==> src/rtl/feppagia_pkg.sv <==
// Shared sprite/screen geometry and the vertical motion state type used by
// the judge, the movement engine and the renderer.
package feppagia_pkg;

    typedef enum logic [1:0] {
        GROUNDED = 2'd0,
        RISING   = 2'd1,
        FALLING  = 2'd2
    } motion_state_t;

    localparam int SPRITE_W = 42;
    localparam int SPRITE_H = 56;
    localparam int SCREEN_W = 640;
    localparam int SCREEN_H = 480;

endpackage

==> src/rtl/frame_tick_gen.sv <==
// Turns the level frame_clk strobe into a single-Clk tick on its rising edge.
module frame_tick_gen (
    input  logic clk,
    input  logic rst,
    input  logic frame_clk,
    output logic tick
);

    logic frame_clk_q;

    always_ff @(posedge clk or posedge rst) begin
        if (rst) begin
            frame_clk_q <= 1'b0;
        end else begin
            frame_clk_q <= frame_clk;
        end
    end

    assign tick = frame_clk & ~frame_clk_q;

endmodule

==> src/rtl/character_motion.sv <==
// Per-frame sprite movement: walking, jumping, gravity and landing, driven by
// keyboard intent and the judge's {left, right, up, down} blocked flags.
module character_motion
    import feppagia_pkg::*;
#(
    parameter int START_X   = 320,
    parameter int START_Y   = 240,
    parameter int HALF_W    = SPRITE_W / 2,
    parameter int HALF_H    = SPRITE_H / 2,
    parameter int WALK_STEP = 2,
    parameter int JUMP_V    = 12,
    parameter int GRAVITY   = 1,
    parameter int MAX_FALL  = 8
) (
    input  logic          Clk,
    input  logic          Reset,
    input  logic          frame_clk,
    input  logic          key_left,
    input  logic          key_right,
    input  logic          key_jump,
    input  logic [3:0]    stop_at,
    output logic [9:0]    character_X,
    output logic [9:0]    character_Y,
    output logic          facing_left,
    output logic          on_ground,
    output logic          frame_tick,
    output motion_state_t state_dbg
);

    localparam logic signed [10:0] X_MIN      = 11'(HALF_W);
    localparam logic signed [10:0] X_MAX      = 11'(SCREEN_W - 1 - HALF_W);
    localparam logic signed [10:0] Y_MIN      = 11'(HALF_H);
    localparam logic signed [10:0] Y_MAX      = 11'(SCREEN_H - 1 - HALF_H);
    localparam logic signed [7:0]  JUMP_VY    = 8'(-JUMP_V);
    localparam logic signed [7:0]  GRAV_V     = 8'(GRAVITY);
    localparam logic signed [7:0]  MAX_FALL_V = 8'(MAX_FALL);

    logic                tick;
    motion_state_t       state, state_next;
    logic signed [7:0]   vy, vy_next, vy_inc;
    logic signed [10:0]  move, x_cur, y_cur, vy_ext, x_sum, y_sum;
    logic [9:0]          x_next, y_next;

    frame_tick_gen u_tick (
        .clk       (Clk),
        .rst       (Reset),
        .frame_clk (frame_clk),
        .tick      (tick)
    );

    assign x_cur     = $signed({1'b0, character_X});
    assign y_cur     = $signed({1'b0, character_Y});
    assign vy_ext    = {{3{vy[7]}}, vy};
    assign vy_inc    = vy + GRAV_V;
    assign state_dbg = state;

    // Horizontal: both keys, or the requested side blocked, means no motion.
    always_comb begin
        move = '0;
        if (key_right && !key_left && !stop_at[2]) begin
            move = 11'(WALK_STEP);
        end else if (key_left && !key_right && !stop_at[3]) begin
            move = -11'(WALK_STEP);
        end
        x_sum = x_cur + move;
        if (x_sum < X_MIN) begin
            x_next = 10'(HALF_W);
        end else if (x_sum > X_MAX) begin
            x_next = 10'(SCREEN_W - 1 - HALF_W);
        end else begin
            x_next = x_sum[9:0];
        end
    end

    always_comb begin
        state_next = state;
        vy_next    = vy;
        y_sum      = y_cur;
        case (state)
            GROUNDED: begin
                vy_next = '0;
                if (key_jump && !stop_at[1]) begin
                    state_next = RISING;
                    vy_next    = JUMP_VY;
                end else if (!stop_at[0] && (y_cur < Y_MAX)) begin
                    state_next = FALLING;
                end
            end
            RISING: begin
                if (stop_at[1]) begin
                    state_next = FALLING;
                    vy_next    = '0;
                end else begin
                    y_sum   = y_cur + vy_ext;
                    vy_next = vy_inc;
                    if (!vy_inc[7]) begin
                        state_next = FALLING;
                    end
                end
            end
            FALLING: begin
                if (stop_at[0] || (y_cur >= Y_MAX)) begin
                    state_next = GROUNDED;
                    vy_next    = '0;
                end else begin
                    y_sum   = y_cur + vy_ext;
                    vy_next = (vy_inc > MAX_FALL_V) ? MAX_FALL_V : vy_inc;
                end
            end
            default: begin
                state_next = FALLING;
                vy_next    = '0;
            end
        endcase

        // Hitting the top of the screen ends a jump just like a head bump.
        if (y_sum < Y_MIN) begin
            y_next = 10'(HALF_H);
            if (state == RISING) begin
                vy_next    = '0;
                state_next = FALLING;
            end
        end else if (y_sum > Y_MAX) begin
            y_next = 10'(SCREEN_H - 1 - HALF_H);
        end else begin
            y_next = y_sum[9:0];
        end
    end

    always_ff @(posedge Clk or posedge Reset) begin
        if (Reset) begin
            character_X <= 10'(START_X);
            character_Y <= 10'(START_Y);
            vy          <= '0;
            state       <= FALLING;
            facing_left <= 1'b0;
            on_ground   <= 1'b0;
            frame_tick  <= 1'b0;
        end else begin
            frame_tick <= tick;
            if (tick) begin
                character_X <= x_next;
                character_Y <= y_next;
                vy          <= vy_next;
                state       <= state_next;
                on_ground   <= (state_next == GROUNDED);
                if (move != '0) begin
                    facing_left <= move[10];
                end
            end
        end
    end

endmodule

==> config.mk <==
export PLATFORM = sky130hd
export DESIGN_NAME = character_motion
export DESIGN_NICKNAME = d
export VERILOG_FILES = /design/src/rtl/feppagia_pkg.sv /design/src/rtl/frame_tick_gen.sv /design/src/rtl/character_motion.sv
export SDC_FILE = /design/constraint.sdc
export NUM_CORES = 1
export LEC_CHECK = 0
export BUFFER_PORTS_ARGS = -buffer_cell sky130_fd_sc_hd__buf_2
export CAP_MARGIN = 20
export CORE_MARGIN = 1
export CORE_UTILIZATION = 50
export DETAILED_ROUTE_END_ITERATION = 8
export HOLD_SLACK_MARGIN = 0.08
export PLACE_DENSITY = 0.7
export SKIP_LAST_GASP = 1
export SLEW_MARGIN = 20
export SYNTH_ARGS = -nofsm -noshare
export SYNTH_HDL_FRONTEND = slang
export SYNTH_SLANG_ARGS = --single-unit
==> constraint.sdc <==
create_clock -name Clk -period 4.4 [get_ports Clk]
set_clock_uncertainty 0.2 [all_clocks]
set_input_delay 0.44 -clock Clk [delete_from_list [all_inputs] [get_ports Clk]]
set_output_delay 0.44 -clock Clk [all_outputs]
set_load 0.1 [all_outputs]
**Word-level counts from Yosys, hierarchy flattened**

Cells that the tools add are included.

- Add/subtract/negate cells: 3
- Magnitude comparators: 7
- Equal/unequal tests: 2
- Mux-type cells: 24
- Bitwise gates (word level): 2
- Reductions and logical operators: 17

Operator list:

| operator | count |
|---|---|
| 8-bit 2-to-1 mux | 6 |
| 11-bit 2-to-1 mux | 4 |
| 10-bit 2-to-1 mux | 4 |
| 8-bit one-hot mux with 3 select lines | 1 |
| 11-bit by 6-bit less-than comparator with 1-bit output (second input constant) | 2 |
| 11-bit one-hot mux with 2 select lines | 1 |
| 2-bit 2-to-1 mux | 7 |
| 11-bit adder | 1 |
| 11-bit by 8-bit adder with 11-bit output | 1 |
| 11-bit by 10-bit > comparator with 1-bit output (second input constant) | 1 |
| 11-bit > comparator (second input constant) | 1 |
| 11-bit nonzero test | 1 |
| 10-bit by 9-bit >= comparator with 1-bit output (second input constant) | 1 |
| 10-bit by 9-bit less-than comparator with 1-bit output (second input constant) | 1 |
| 8-bit by 2-bit adder with 8-bit output (second input constant) | 1 |
| 8-bit by 5-bit > comparator with 1-bit output (second input constant) | 1 |
| 1-bit logical AND | 6 |
| 1-bit zero test | 6 |
| 2-bit one-hot mux with 3 select lines | 1 |
| 2-bit zero test | 2 |
| 2-bit by 1-bit equality test with 1-bit output (second input constant) | 1 |
| 2-bit equality test (second input constant) | 1 |
| 2-bit AND reduction | 1 |
| 1-bit bitwise AND | 1 |
| 2 further kinds | 2 |

- Register bits: 34
- Output and inout port bits: 25
- Logic and storage cells: 63

**Depth between registers and ports, before layout**

- Depth after elaboration: 9
- Mapped depth: 14
- Gate-level depth less buffers: 14

**Modules after synthesis**

From an unflattened synthesis, not the netlist that was laid out.

- Cell total of the unflattened synthesis: 361
- Area total of the unflattened synthesis: 3193.1 µm²

Modules (own cells, without submodules):

| module | times used | cells each | area each (µm²) | sequential area each (µm²) |
|---|---|---|---|---|
| character_motion | 1 | 358 | 3150.5 | 834.6 |
| frame_tick_gen | 1 | 3 | 42.5 | 25.0 |

**Worst setup path before layout**

OpenSTA, ideal clock, no wires.

- Path type: input port to flip-flop
- Start point: input port key_right
- End point: register character_X[3]
- Arrival: 3864 ps
- Required time: 4076 ps
- Setup slack: 212 ps
- Stages on the path: 13
- Path buffers: 0
- Path through: nor3b_1 nand2b_1 ha_1 fa_1 a211oi_1 o21ba_2 o221a_2 o22ai_1 a22o_1 nor4b_1 nand3_1 nor3b_2 a211o_1

- Longest elaborated chain between the ends: 9

Ends and longest elaborated chain:

| element | line | RTL |
|---|---|---|
| start: declaration | character_motion.sv:19 | `input logic key_right,` |
| 1-bit zero test | character_motion.sv:62 | `end else if (key_left && !key_right && !stop_at[3]) begin` |
| 1-bit logical AND (2 in a row) | character_motion.sv:62 |  |
| 11-bit 2-to-1 mux | character_motion.sv:62 |  |
| 11-bit 2-to-1 mux (*) | character_motion.sv:60 | `if (key_right && !key_left && !stop_at[2]) begin` |
| 11-bit adder (*) | character_motion.sv:65 | `x_sum = x_cur + move;` |
| 11-bit > comparator | character_motion.sv:68 | `end else if (x_sum > X_MAX) begin` |
| 10-bit 2-to-1 mux | character_motion.sv:68 |  |
| 10-bit 2-to-1 mux (*) | character_motion.sv:66 | `if (x_sum < X_MIN) begin` |
| end signal: assignment | character_motion.sv:132 | `character_X <= 10'(START_X);` |
| end signal: assignment | character_motion.sv:142 | `character_X <= x_next;` |
| end: declaration | character_motion.sv:22 | `output logic [9:0] character_X,` |

Every way passes the cells marked *; elsewhere a longest branch is shown, timed or not.
A chain may end at the register's enable or synchronous reset.

**Final worst setup path**

- Start point: register state[1] (netlist: state_dbg[1])
- End point: register vy[6]

- Longest elaborated chain between the ends: 4

Ends and longest elaborated chain:

| element | line | RTL |
|---|---|---|
| start: declaration | character_motion.sv:39 | `motion_state_t state, state_next;` |
| start signal: assignment | character_motion.sv:145 | `state <= state_next;` |
| 2-bit equality test, or another cell as far along | character_motion.sv:79 | `case (state)` |
| 11-bit one-hot mux with 2 select lines / 8-bit one-hot mux with 3 select lines (equally long branches) | character_motion.sv:79 |  |
| 11-bit by 6-bit less-than comparator with 1-bit output / 8-bit 2-to-1 mux (equally long branches) | character_motion.sv:117, character_motion.sv:119 |  |
| 8-bit 2-to-1 mux (*) | character_motion.sv:117 | `if (y_sum < Y_MIN) begin` |
| end signal: assignment | character_motion.sv:144 | `vy <= vy_next;` |
| end: declaration | character_motion.sv:40 | `logic signed [7:0] vy, vy_next, vy_inc;` |

Marked as above.

==> metrics <==
status finished, final reports clean; Max Buffers Root-to-Sink 2; Syn Nets 414; pin count of the biggest net entering global routing 35; final instance area 3540 um^2; Synth Flop Type dfrtp_1; fmax 0.262 GHz; number of library cell types mapped by synthesis 69; commonest cells in the netlist 33 x nand2_1, 33 x nor2_1, 31 x a21oi_1, 27 x dfrtp_1; Gate Count Post-Synth 377; Util after Layout 0.587; Routed Antenna Nets 0; HPWL Detailed 6.00 mm; CTS tree built; Startpoint Class register; DR iter-0 viols 232; Finish-stage setup viols 0; Yosys reg bits 34; placed cells 478; fillcell total 570; setup TNS 0 ns; Critical Path RT 4.38 ns; CP Cell Sequence inv_1 > ha_1 > and4bb_2 > a22oi_1 > nand2_2 > o2111a_1 > a221o_1 > nor3_1 > a221o_1 > nor2_1 > a221o_1; fraction of layout cells with a size suffix above 1 0.184; # rows 28; Hold Path Class in -> reg; CP max stage delay 0.57 ns; Post-Syn Area per Cell 8.43 um^2; CP Max Fanout 10; CORE AREA 6030 um^2; async set-reset flop share out of synthesis 1.00; total gr overflow 0; MaxCap Viol Count 0; worst-skew pair later-pin latency 0.29 ns; relative slew slack 0.576; Worst Tran Pin Value 0.634 ns; final instance count without filler cells 488; yosys warns 0; # diodes 0; Largest delay share family, worst path compound AO/OA/AOI/OAI gates; vias in the first global route 2784; gr usage total 0.258; arrival time at the worst endpoint 3.79 ns; CTS Buf Count 5; die area 6680 um^2; DR pass1 iterations 5; Seq/Total Area, Yosys 0.270; Port-buffer cells 34; initial core utilization 0.528; mapped cell area 3180 um^2; Die Span X 81.7 um; Nets 449; clock root cell clkbuf_8; Max H-tree Level 2; CP max stage cell dfstp_2; initial antenna violation count 0; Boundary Pins 35; Critical path buffers and inverters 1; final-report hold violation count 0; clk slew on worst S/H paths 0.08 ns; first-pass GRT wire length 13.2 mm; unrepaired setup endpoints after global routing false; Area Overhead vs Synth 11.3%; die span in y 81.7 um; EDFF count, synth 0; period utilization 0.866; Routed WL 8.09 mm; Final GP Congestion 0.925; Avg WL per Cell 16.6 um; Clock Sinks 34; Synth area leaders dfrtp_1 21%, ha_1 9.8%, dfstp_2 5.8%; DR vias 3010; Vias/cell 6.17; Area after DPL 3420 um^2; crit end category register; Final Critical Period 3.81 ns; DRC viols 0; Setup CP Type reg -> reg; largest area contributor in the netlist dfrtp_1; top-area cell type share of the netlist area 0.213; max-slew violation count 0; CP dominant cell by count a221o_1
[path summary, 6_finish.rpt]
| path | from | endpoint | slack, ns | cells past startpoint |
|---|---|---|---|---|
| max | state_dbg[1]$_DFFE_PP1P_ | vy[6]$_DFFE_PP0P_ | 0.59 | 11 |
| min | key_right | facing_left$_DFFE_PP0P_ | 0.29 | 4 |
| max reg2reg | state_dbg[1]$_DFFE_PP1P_ | vy[6]$_DFFE_PP0P_ | 0.59 | 11 |
| min reg2reg | facing_left$_DFFE_PP0P_ | facing_left$_DFFE_PP0P_ | 0.30 | 2 |
| max in group asynchronous | Reset | character_Y[7]$_DFFE_PP1P_ | 3.07 | 4 |
| min in group asynchronous | Reset | frame_tick$_DFF_PP0_ | 0.58 | 4 |
[flip-flops by register name, indices dropped and copies added, names as in the netlist]
name	count
vy	8
u_tick.frame_clk_q	1
on_ground	1
frame_tick	1
character_X	10
character_Y	10
state_dbg	2
facing_left	1
[per-layer routing]
metal / wire length [um] / up-vias / GRT usage / share of wire
met5: 0 / - / 0 / 0
met4: 130 / 0 / 0.0860 / 0.016
met3: 384 / 10 / 0.0356 / 0.047
met2: 3930 / 82 / 0.451 / 0.49
met1: 3640 / 1417 / 0.325 / 0.45
li1: - / 1501 / - / -
[final cells by class]
type                       count  area [um^2]  area share
sequential                    34          860       0.243
multi-input combinational    315         2210       0.626
clock buffer                   6         82.6      0.0233
inverter                      17         63.8      0.0180
clock inverter                 2         12.5     0.00353
timing repair buffer          39          213      0.0601
tap                           75         93.8      0.0265
[kinds of logic after synthesis]
kind of cell             share of synthesized area
multiplexers                                0.0102
AO/OA/AOI/OAI                                0.319
XOR/XNOR                                    0.0386
AND/OR/NAND/NOR                              0.216
buffers and inverters                       0.0346
flip-flops                                   0.270
adder cells (fa/ha/maj)                      0.111
[worst reg2reg max path, delay by kind of cell, from the launching register on]
family	cells	cell delay, ns
buffers and inverters	1	0.10
and+or+nand+nor	4	0.88
AOI/OAI and AO/OA	5	1.60
adders and majority gates	1	0.37
DFF	1	0.57
[layout by cell type, fill, tap and decap left out, drive strengths merged, types with 3 or more instances in the layout]
cell / n
buf: 37
nand2: 35
nor2: 33
a21oi: 32
dfrtp: 27
o21ai: 26
ha: 25
inv: 17
nand3: 13
o31ai: 9
a22o: 8
nand2b: 7
xnor2: 7
xor2: 7
a221o: 7
o21a: 7
dfstp: 7
nor3: 7
o22ai: 6
a31oi: 6
clkbuf: 6
or2: 6
a21o: 5
a211oi: 5
nor4: 5
o21bai: 4
o2bb2ai: 4
nor3b: 4
nor2b: 3
a22oi: 3
nand4: 3
or3: 3
[through the flow]
stage	setup slack (ns)	hold WS, ns
2_1_floorplan	0.212	0.271
3_3_place_gp	0.567	0.285
3_5_place_dp	0.474	0.287
4_1_cts	0.650	0.285
5_1_grt	0.379	0.325
6_report	0.590	0.292
[timing repair]
item | CTS | global route
hold buffers | 2 | 0
hold endpoints to repair | 28 | 0
resized for setup | 0 | 0
setup buffers | 0 | 0
endpoints found under the setup margin | 0 | 0
Power is left out: the tool's default activity adds up to more than one toggle a clock period on the data nets, which glitch-free logic cannot reach.
